## src/rtl/riscv_pkg.sv

```systemverilog
// -----------------------------------------------------------------------------
// riscv_pkg
//   Shared core definitions: datapath width, canonical NOP encoding and the
//   types used by the unified-memory port arbiter (mem_port_arbiter).
//   No ports; import with `import riscv_pkg::*;`.
// -----------------------------------------------------------------------------
package riscv_pkg;

   localparam int XLEN = 32;

   // addi x0, x0, 0
   localparam logic [XLEN-1:0] NOP_INSTR = 32'h0000_0013;

   // Who owns the memory response that arrives next cycle.
   typedef enum logic [1:0] {
      OWN_NONE = 2'd0,
      OWN_I    = 2'd1,
      OWN_D    = 2'd2
   } arb_owner_e;

   localparam int ARB_STARVE_LIMIT_DEFAULT = 4;

endpackage

```

## src/rtl/mem_arb_starve_ctr.sv

```systemverilog
// -----------------------------------------------------------------------------
// mem_arb_starve_ctr
//   Saturating count of consecutive cycles a waiting fetch has lost
//   arbitration. hit is high once the count has reached LIMIT.
//   Ports:
//     clk    in   clock
//     reset  in   synchronous active-high reset (count -> 0)
//     inc    in   fetch waited and lost this cycle
//     clr    in   fetch granted or not requesting (count -> 0, wins over inc)
//     hit    out  count == LIMIT
//   Parameter LIMIT: 1..15.
// -----------------------------------------------------------------------------
module mem_arb_starve_ctr #(
   parameter int LIMIT = 4
) (
   input  logic clk,
   input  logic reset,
   input  logic inc,
   input  logic clr,
   output logic hit
);

   localparam logic [3:0] LIMIT_W = 4'(LIMIT);

   logic [3:0] cnt_d;
   logic [3:0] cnt_q;

   function automatic logic [3:0] sat_inc(input logic [3:0] cnt);
      return (cnt >= LIMIT_W) ? LIMIT_W : cnt + 4'd1;
   endfunction

   always_comb begin
      cnt_d = cnt_q;
      if (clr) begin
         cnt_d = '0;
      end else if (inc) begin
         cnt_d = sat_inc(cnt_q);
      end
   end

   always_ff @(posedge clk) begin
      if (reset) begin
         cnt_q <= '0;
      end else begin
         cnt_q <= cnt_d;
      end
   end

   assign hit = (cnt_q == LIMIT_W);

endmodule

```

## src/rtl/mem_port_arbiter.sv

```systemverilog
// -----------------------------------------------------------------------------
// mem_port_arbiter
//   Shares one single-ported, synchronous-read memory between the instruction
//   fetch port (I) and the LSU data port (D). One grant per cycle, D wins by
//   default; response pulses one cycle after the grant. Out-of-range requests
//   take their slot but skip the memory and return an error response.
//
//   Build option: define MEM_ARB_STARVE_GUARD_EN to add the starvation guard
//   (a fetch that has lost STARVE_LIMIT consecutive cycles beats D). Without
//   it, D has strict priority.
//
//   Ports:
//     clk, reset                         clock, synchronous active-high reset
//     i_req_valid/addr, i_req_ready      fetch request handshake
//     i_flush                            cancel outstanding fetch, block I grant
//     i_rsp_valid/rdata/err              fetch response pulse
//     d_req_valid/we/addr/wdata/be,
//     d_req_ready                        data request handshake
//     d_rsp_valid/rdata/err              data response pulse (reads and writes)
//     mem_req/we/addr/wdata/be           memory strobe, combinational in grant cycle
//     mem_rdata                          memory read data, one cycle after mem_req
// -----------------------------------------------------------------------------
module mem_port_arbiter
   import riscv_pkg::*;
#(
   parameter int MEM_BYTES    = 16384,
   parameter int STARVE_LIMIT = ARB_STARVE_LIMIT_DEFAULT
) (
   input  logic            clk,
   input  logic            reset,
   input  logic            i_req_valid,
   input  logic [XLEN-1:0] i_req_addr,
   output logic            i_req_ready,
   input  logic            i_flush,
   output logic            i_rsp_valid,
   output logic [XLEN-1:0] i_rsp_rdata,
   output logic            i_rsp_err,
   input  logic            d_req_valid,
   input  logic            d_req_we,
   input  logic [XLEN-1:0] d_req_addr,
   input  logic [XLEN-1:0] d_req_wdata,
   input  logic [3:0]      d_req_be,
   output logic            d_req_ready,
   output logic            d_rsp_valid,
   output logic [XLEN-1:0] d_rsp_rdata,
   output logic            d_rsp_err,
   output logic            mem_req,
   output logic            mem_we,
   output logic [XLEN-1:0] mem_addr,
   output logic [XLEN-1:0] mem_wdata,
   output logic [3:0]      mem_be,
   input  logic [XLEN-1:0] mem_rdata
);

   localparam logic [XLEN-1:0] I_LIMIT = XLEN'(MEM_BYTES);
   localparam logic [XLEN-1:0] D_LIMIT = XLEN'(MEM_BYTES - 4);

   logic       starve_hit;
   logic       i_win;
   logic       d_win;
   logic       i_in_rng;
   logic       d_in_rng;

   arb_owner_e owner_d, owner_q;
   logic       err_d, err_q;
   logic       wr_d, wr_q;

`ifdef MEM_ARB_STARVE_GUARD_EN
   mem_arb_starve_ctr #(
      .LIMIT (STARVE_LIMIT)
   ) u_starve_ctr (
      .clk   (clk),
      .reset (reset),
      .inc   (i_req_valid && !i_req_ready && !i_flush),
      .clr   (i_win || !i_req_valid),
      .hit   (starve_hit)
   );
`else
   // Legal limits are 1..15, so this is constant 0: strict D priority.
   assign starve_hit = (STARVE_LIMIT == 0);
`endif

   // ---- Stage 0: arbitration, range check, memory drive ----
   always_comb begin
      i_in_rng  = (i_req_addr < I_LIMIT);
      d_in_rng  = (d_req_addr <= D_LIMIT);
      i_win     = !reset && i_req_valid && !i_flush && (!d_req_valid || starve_hit);
      d_win     = !reset && d_req_valid && !i_win;

      i_req_ready = i_win;
      d_req_ready = d_win;

      mem_req   = 1'b0;
      mem_we    = 1'b0;
      mem_addr  = '0;
      mem_wdata = '0;
      mem_be    = 4'b0000;
      if (i_win && i_in_rng) begin
         mem_req  = 1'b1;
         mem_addr = {i_req_addr[XLEN-1:2], 2'b00};
      end else if (d_win && d_in_rng) begin
         mem_req   = 1'b1;
         mem_we    = d_req_we;
         mem_addr  = d_req_addr;
         mem_wdata = d_req_we ? d_req_wdata : '0;
         mem_be    = d_req_we ? d_req_be : 4'b0000;
      end

      owner_d = OWN_NONE;
      err_d   = 1'b0;
      wr_d    = 1'b0;
      if (i_win) begin
         owner_d = OWN_I;
         err_d   = !i_in_rng;
      end else if (d_win) begin
         owner_d = OWN_D;
         err_d   = !d_in_rng;
         wr_d    = d_req_we;
      end
   end

   always_ff @(posedge clk) begin
      if (reset) begin
         owner_q <= OWN_NONE;
         err_q   <= 1'b0;
         wr_q    <= 1'b0;
      end else begin
         owner_q <= owner_d;
         err_q   <= err_d;
         wr_q    <= wr_d;
      end
   end

   // ---- Stage 1: response steering ----
   always_comb begin
      i_rsp_valid = !reset && (owner_q == OWN_I) && !i_flush;
      i_rsp_err   = i_rsp_valid && err_q;
      i_rsp_rdata = '0;
      if (i_rsp_valid) begin
         i_rsp_rdata = err_q ? NOP_INSTR : mem_rdata;
      end

      d_rsp_valid = !reset && (owner_q == OWN_D);
      d_rsp_err   = d_rsp_valid && err_q;
      d_rsp_rdata = '0;
      if (d_rsp_valid && !err_q && !wr_q) begin
         d_rsp_rdata = mem_rdata;
      end
   end

endmodule

```

## config.mk

```make
export PLATFORM = sky130hd
export DESIGN_NAME = mem_port_arbiter
export DESIGN_NICKNAME = d
export VERILOG_FILES = /design/src/rtl/riscv_pkg.sv /design/src/rtl/mem_arb_starve_ctr.sv /design/src/rtl/mem_port_arbiter.sv
export SDC_FILE = /design/constraint.sdc
export NUM_CORES = 1
export LEC_CHECK = 0
export BUFFER_PORTS_ARGS = -buffer_cell sky130_fd_sc_hd__buf_2
export CORE_AREA = 2 2 108 110
export CTS_BUF_LIST = sky130_fd_sc_hd__clkbuf_8 sky130_fd_sc_hd__clkbuf_16
export DETAILED_ROUTE_END_ITERATION = 8
export DIE_AREA = 0 0 110 112
export GPL_TIMING_DRIVEN = 0
export SLEW_MARGIN = 20
export SYNTH_ARGS = -nofsm -noshare
export SYNTH_HDL_FRONTEND = slang
export SYNTH_SLANG_ARGS = --single-unit
```

## constraint.sdc

```tcl
create_clock -name clk -period 3.15 [get_ports clk]
set_input_delay 0 -clock clk [delete_from_list [all_inputs] [get_ports clk]]
set_output_delay 0 -clock clk [all_outputs]
set_load 0.05 [all_outputs]
```

* After elaboration in Yosys (flattened, before gate mapping) *
Cells that the tools add are included.

operators by class
  magnitude comparators = 2
  equal/unequal tests = 2
  muxes and demuxes = 19
  bitwise gates (word level) = 1
  reductions and logical operators = 24

operators with widths
  kind                    count
  $mux W32                8
  $le A32 B14 Y1 const B  1
  $lt A32 B15 Y1 const B  1
  $logic_and A1 B1 Y1     14
  $mux W4                 3
  $logic_not A1 Y1        8
  $mux W1                 7
  $reduce_or A3 Y1        1
  $eq A2 B1 Y1 const B    1
  $eq A2 B2 Y1 const B    1
  $mux W2                 1
  $reduce_or A2 Y1        1
  $not A1 Y1              1

storage, ports and cells
  bits in registers = 4
  input port bits = 138
  output and inout port bits = 140
  word-level logic and storage cells = 52

* Longest topological paths before layout *
Gate-level depths: netlist (run 1).

  depth after elaboration = 9
  gate-level depth with buffers = 5
  depth with buffers taken out = 4

* Least setup slack after synthesis (run 1) *
OpenSTA, ideal clock, no wires.

  kind = register to output
  start = register owner_q[1]
  end = output d_rsp_rdata[10]
  data arrival time = 2.687 ns
  data required time = 3.150 ns
  setup slack = 0.463 ns
  stages on the path, launching flop included = 5
  path buffers = 1
  path through = dfxtp_1 nor3b_1 nor3b_2 clkbuf_1 and2_1

on the way
  word-level cells in the longest chain between the ends = 5

ends and longest elaborated chain
  item                               line                     source
  start: declaration                 mem_port_arbiter.sv:64   arb_owner_e owner_d, owner_q;
  start signal: assignment           mem_port_arbiter.sv:128  owner_q <= owner_d;
  $eq A2 B2 Y1                       mem_port_arbiter.sv:143  d_rsp_valid = !reset && (owner_q == OWN_D);
  $logic_and A1 B1 Y1                mem_port_arbiter.sv:143
  named net d_rsp_valid              mem_port_arbiter.sv:44   output logic d_rsp_valid,
  $logic_and A1 B1 Y1 (2 in series)  mem_port_arbiter.sv:146  if (d_rsp_valid && !err_q && !wr_q) begin
  $mux W32                           mem_port_arbiter.sv:146
  end: declaration                   mem_port_arbiter.sv:45   output logic [XLEN-1:0] d_rsp_rdata,

The timed path passes the listed nets, and every way through them passes these cells.

* Worst setup path in the final report (run 1) *
  start = register owner_q[1]
  end = output d_rsp_rdata[7]

on the way
  word-level cells in the longest chain between the ends = 5

ends and longest elaborated chain
  item                               line
  $eq A2 B2 Y1                       mem_port_arbiter.sv:143
  $logic_and A1 B1 Y1                mem_port_arbiter.sv:143
  $logic_and A1 B1 Y1 (2 in series)  mem_port_arbiter.sv:146
  $mux W32                           mem_port_arbiter.sv:146

No other way between the ends.

==> flow_summary.toml, run 1 <==
[outcome]
status = "complete, no violations"

[power_and_ir_drop]
intPower_mw = 0.311
peakVddDrop_mv = 0.0835
power.density_nw_per_um2 = 166
power.share.combinational_pct = 49.0
p_switching_mw = 0.181
p_sw_share_pct = 36.8
p_leak_nw = 1.93
power_mw = 0.492
clockPowerShare_pct = 39.5
p_seq_share_pct = 11.5

[timing]
slew_headroom_pct = 57.8
period_needed_ns = 2.36
slew_viol_final = 0
hold_ws_ns = 0.0295
rsz0062_at_grt = "false"
finalHoldViolCount = 0
setup_viol_count_final = 0
max_freq_mhz = 424
tns_ns = 0
tightestPinTransition_ns = 0.628
fin_crit_sh_pct = 74.8
setup_ws_ns = 0.792

[detailed_routing]
wl_um = 7110
vias = 2258
initialDrtViolationCount = 22
final_antenna_net_count = 0
drc = 0
wl_per_cell_um = 11.7
drt_first_pass_iters = 4
detail_route.vias_per_cell = 3.71

[die]
dieArea_um2 = 12300
fp-row-count = 39
initial_core_util_pct = 12.3
dieWidth_um = 110
die_y_um = 112
core_area_um2 = 11200
io_pins = 278

[clocking]
htreeDepth = 1
cts-root-buf = "clkbuf_16"
cts_tree = "yes"
cts_resized = 0
cts.sinks = 4
clock_path_buffers = 2
hold_buffers = 0
numCtsBuffers = 3
clkSlewWorstSetupHoldPaths_ns = 0.03
cts_setup_buffers = 0

[final_layout]
post-route-util_pct = 26.6
drive_gt1_share_pct = 63.9
finalNetCount = 605
num-fill-cells = 1278
diodes = 0
layout-area-overhead-vs-synth_pct = 117

[setup_path]
start_kind = "flip-flop"
crit_required_ns = 3.15
arrival_ns = 2.36
crit_path_end_kind = "output pin"
crit_type = "flip-flop to output pin"
crit_path_max_fanout = 10

[global_route]
track_usage_pct = 9.96
grt_pass1_wl_um = 9480
overflow = 0
antenna_found_initial = 0
grt_max_degree = 11
grt_pass1_vias = 1895

[logic_synthesis]
ys_warn_count = 0
synth_top_area_cell = "and2_1"
avgSynthCellArea_um2 = 7.29
ys_top_cells_by_area = "and2_1 (47%), buf_4 (10%), a22o_1 (7.7%)"
async_reset_ff_share_pct = 0
ys.flop_type = "dfxtp_1"
synth_top_area_share_pct = 46.6
synth_area_um2 = 1370
ys_seq_elements = 4
synthDistinctLibCells = 31
synth_edf_count = 0
netlist_instances = 188
ys_seq_area_share_pct = 5.84
synth_most_common_cell = "and2_1"
synth_top_cells_by_count = "and2_1 (102), buf_4 (19), a22o_1 (12), nor4_1 (6)"

[placed_design]
dp_slack_ns = 0.932
io_buffers = 257
gp_congestion = 0.797
dp_hpwl_um = 6690

[min_path]
whs_endpoint = "owner_q[1]"
min_path_cells = 2
holdCritPathClass = "input port to flip-flop"
hp-start = "reset"

[flow_run]
cap_violations = 0
[critical path, cell delays in order, from the launching register on]
cell,delay (ns)
dfxtp_1,0.36
nor3b_1,0.50
nor3b_2,0.50
clkbuf_1,0.34
and2_1,0.18
buf_2,0.25
[flip-flops by register name (all words and copies together), names as in the netlist]
| signal | flops |
|---|---|
| wr_q | 1 |
| owner_q | 2 |
| err_q | 1 |
[cell families (layout without fill, tap and decap cells)]
| logic type | after synthesis | in the layout | share of synthesized area [%] |
|---|---|---|---|
| buf+inv | 32 | 292 | 15.9 |
| simple gates | 133 | 133 | 65.8 |
| flops | 4 | 4 | 5.84 |
| other cells | 1 | 18 | 0.274 |
| compound gates | 18 | 18 | 12.2 |
[metrics by stage]
step | cell area, µm² | std cells
2_1_floorplan | 1430 | 205
3_3_place_gp | 2900 | 605
3_5_place_dp | 2900 | 605
4_1_cts | 2970 | 608
5_1_grt | 2970 | 608
6_report | 2970 | 608
[power by group through the flow]
stage,sequential (mW),clock (mW),combinational [mW]
detailed placement,0.0572,0,0.243
floorplan,0.0562,0,0.133
global route,0.0569,0.200,0.260
global placement,0.0572,0,0.242
CTS,0.0567,0.198,0.243
finish,0.0566,0.194,0.241
[metal layers]
metal / track usage [%] / routed length, µm / vias to the layer above
met1: 10.9 / 2540 / 959
li1: - / - / 1138
met4: 2.03 / 23 / 0
met3: 1.17 / 781 / 2
met2: 19.8 / 3760 / 159
met5: 0 / 0 / -
[final cells by class]
class	instances	area [µm²]	share of cell area (%)
Buffer	29	206	6.94
Clock buffer	3	75.1	2.52
Inverter	3	11.3	0.379
Timing Repair Buffer	257	1290	43.2
Sequential cell	4	80.1	2.69
Tap cell	143	179	6.02
Multi-Input combinational cell	169	1140	38.2
[worst max-delay path by stage]
| stage | end | cells after the start | start | slack, ns |
|---|---|---|---|---|
| after global placement | d_rsp_rdata[4] | 5 | owner_q[1] | 0.88 |
| after detailed placement | d_rsp_rdata[4] | 5 | owner_q[1] | 0.93 |
| after floorplan | d_rsp_rdata[10] | 4 | owner_q[1] | 0.46 |
| after global routing | d_rsp_rdata[3] | 5 | owner_q[1] | 0.50 |
| after CTS | d_rsp_rdata[4] | 5 | owner_q[1] | 0.68 |
| final | d_rsp_rdata[7] | 5 | owner_q[1] | 0.79 |
[placed cells by master (no fill, tap or decap), types with 2 or more instances in the layout]
master and instances:
nor4_2 3, buf_6 3, dfxtp_1 4, buf_2 259, nand4_1 3, o21a_1 3, clkbuf_16 3, a22o_1 12
conb_1 18, nor2b_1 2, nor4_1 6, nor2_1 3, inv_1 3, and2_1 102, buf_4 19, clkbuf_1 4
nand2_1 3
Note: power is estimated with default switching activity, not from simulation.
==> run 2, diff against run 1 <==
--- a/config.mk
+++ b/config.mk
@@ -6,10 +6,10 @@
 export NUM_CORES = 1
 export LEC_CHECK = 0
 export BUFFER_PORTS_ARGS = -buffer_cell sky130_fd_sc_hd__buf_2
-export CORE_AREA = 2 2 108 110
+export CORE_AREA = 2 2 107 109
 export CTS_BUF_LIST = sky130_fd_sc_hd__clkbuf_8 sky130_fd_sc_hd__clkbuf_16
 export DETAILED_ROUTE_END_ITERATION = 8
-export DIE_AREA = 0 0 110 112
+export DIE_AREA = 0 0 109 111
 export GPL_TIMING_DRIVEN = 0
 export SLEW_MARGIN = 20
 export SYNTH_ARGS = -nofsm -noshare
==> constraint.sdc (replaced) <==
create_clock -name clk -period 2.1 [get_ports clk]
set_input_delay 0 -clock clk [delete_from_list [all_inputs] [get_ports clk]]
set_output_delay 0 -clock clk [all_outputs]
set_load 0.05 [all_outputs]
==> flow_summary.toml, run 2 (synthesized netlist as in run 1, its figures left out) <==
[clocking]
cts-root-buf = "clkbuf_16"
clkSlewWorstSetupHoldPaths_ns = 0.03
cts.sinks = 4
htreeDepth = 1
clock_path_buffers = 2
numCtsBuffers = 3
cts_tree = "yes"

[power_and_ir_drop]
clockPowerShare_pct = 39.8
p_switching_mw = 0.269
intPower_mw = 0.468
peakVddDrop_mv = 0.192
p_sw_share_pct = 36.5
p_seq_share_pct = 11.6
power.density_nw_per_um2 = 244
power.share.combinational_pct = 48.5
p_leak_nw = 1.95

[placed_design]
placed_cells = 605
io_buffers = 257
dp_hpwl_um = 6140
gp_congestion = 0.829

[setup_path]
critPathMaxStageDelay_ns = 0.34
crit_top_cell = "buf_2"
crit_path_start = "owner_q[0]"
crit_required_ns = 2.10
crit_chain = "nor4b_4 > nor2b_2 > buf_2 > clkbuf_2 > and2_1 > buf_2"
critPathSlowestCell = "dfxtp_1"
crit_path_end_kind = "output pin"
endpoint = "i_rsp_rdata[27]"
start_kind = "flip-flop"
arrival_ns = 1.93
crit_type = "flip-flop to output pin"
crit_family = "simple AND/OR/NAND/NOR gates"
cp.depth = 6
crit_path_max_fanout = 10
critPathBufInv = 3

[flow_run]
cap_violations = 0

[outcome]
status = "complete, no violations"

[timing]
rsz0062_at_grt = "false"
period_needed_ns = 1.93
tns_ns = 0
slew_headroom_pct = 59.3
max_freq_mhz = 519
tightestPinTransition_ns = 0.606
finalHoldViolCount = 0
fin_crit_sh_pct = 91.8
setup_viol_count_final = 0
slew_viol_final = 0
hold_ws_ns = 0.0189

[detailed_routing]
detail_route.vias_per_cell = 3.70
drc = 0
wl_per_cell_um = 10.9
wl_um = 6660
final_antenna_net_count = 0
drt_first_pass_iters = 4
vias = 2261
initialDrtViolationCount = 57

[final_layout]
finalNetCount = 608
num-fill-cells = 1260
final_common_cell = "buf_2"
diodes = 0
layout_common_cells = "buf_2 (258), and2_1 (102), buf_4 (22)"
finalNonFillerCells = 611
seq_area_um2 = 80.1
largest_reg_flops = 2
regMostFlops = "owner_q"
top_regs = "owner_q (2), err_q (1), wr_q (1)"
drive_gt1_share_pct = 64.5
layout-area-overhead-vs-synth_pct = 120
multi_input_area_um2 = 1150

[die]
fp-row-count = 39
initial_core_util_pct = 12.4
die_y_um = 111
dieWidth_um = 109
core_area_um2 = 11100
dieArea_um2 = 12100
io_pins = 278

[global_route]
track_usage_pct = 9.83
grt_max_degree = 11
antenna_found_initial = 0
grt_pass1_wl_um = 9410
grt_pass1_vias = 1953
overflow = 0

[min_path]
holdCritPathClass = "input port to flip-flop"
## run 2: repair_timing
item,in CTS,in global routing
setup endpoints to repair,0,39
hold endpoints to repair,0,0
hold buffers,0,0
buffers inserted,0,3
gates resized for setup,0,3
## run 2: worst min-delay path by stage
stage	cells past startpoint	end	start	slack, ns
2_1_floorplan	1	owner_q[1]	reset	0.07
3_3_place_gp	2	owner_q[1]	d_req_valid	0.24
3_5_place_dp	2	owner_q[1]	d_req_valid	0.25
4_1_cts	2	owner_q[1]	d_req_valid	0.02
5_1_grt	2	owner_q[1]	d_req_valid	0.04
6_report	2	owner_q[1]	d_req_valid	0.02
## run 2: layout make-up
class / instances / area share, %
plain buffers: 29 / 6.85
inverters: 3 / 0.374
well taps: 143 / 5.94
flip-flops and latches: 4 / 2.66
multi-input cells: 169 / 38.2
repair buffers: 260 / 43.5
clock buffers: 3 / 2.49
## run 2: power groups by stage
stage	Combinational (mW)	Clock [mW]	Sequential [mW]
2_1_floorplan	0.200	0	0.0844
3_3_place_gp	0.356	0	0.0858
3_5_place_dp	0.357	0	0.0859
4_1_cts	0.358	0.297	0.0849
5_1_grt	0.385	0.309	0.0866
6_report	0.357	0.293	0.0858
## run 2: per-layer routing
layer	up-vias	global-route usage (%)	wire length [µm]
li1	1147	-	-
met1	947	10.4	2220
met2	167	20.2	3610
met3	0	1.35	835
met4	0	1.20	0
met5	-	0	0
## run 2: stage by stage
step | power, mW | area, µm² | setup slack [ns] | util [%]
3_3_place_gp | 0.442 | 2900 | 0.131 | 26.2
3_5_place_dp | 0.443 | 2900 | 0.137 | 26.2
4_1_cts | 0.740 | 2980 | 0.00976 | 26.9
2_1_floorplan | 0.285 | 1440 | 0.00267 | -
5_1_grt | 0.781 | 3010 | 0.000787 | 27.2
6_report | 0.737 | 3010 | 0.172 | 27.2
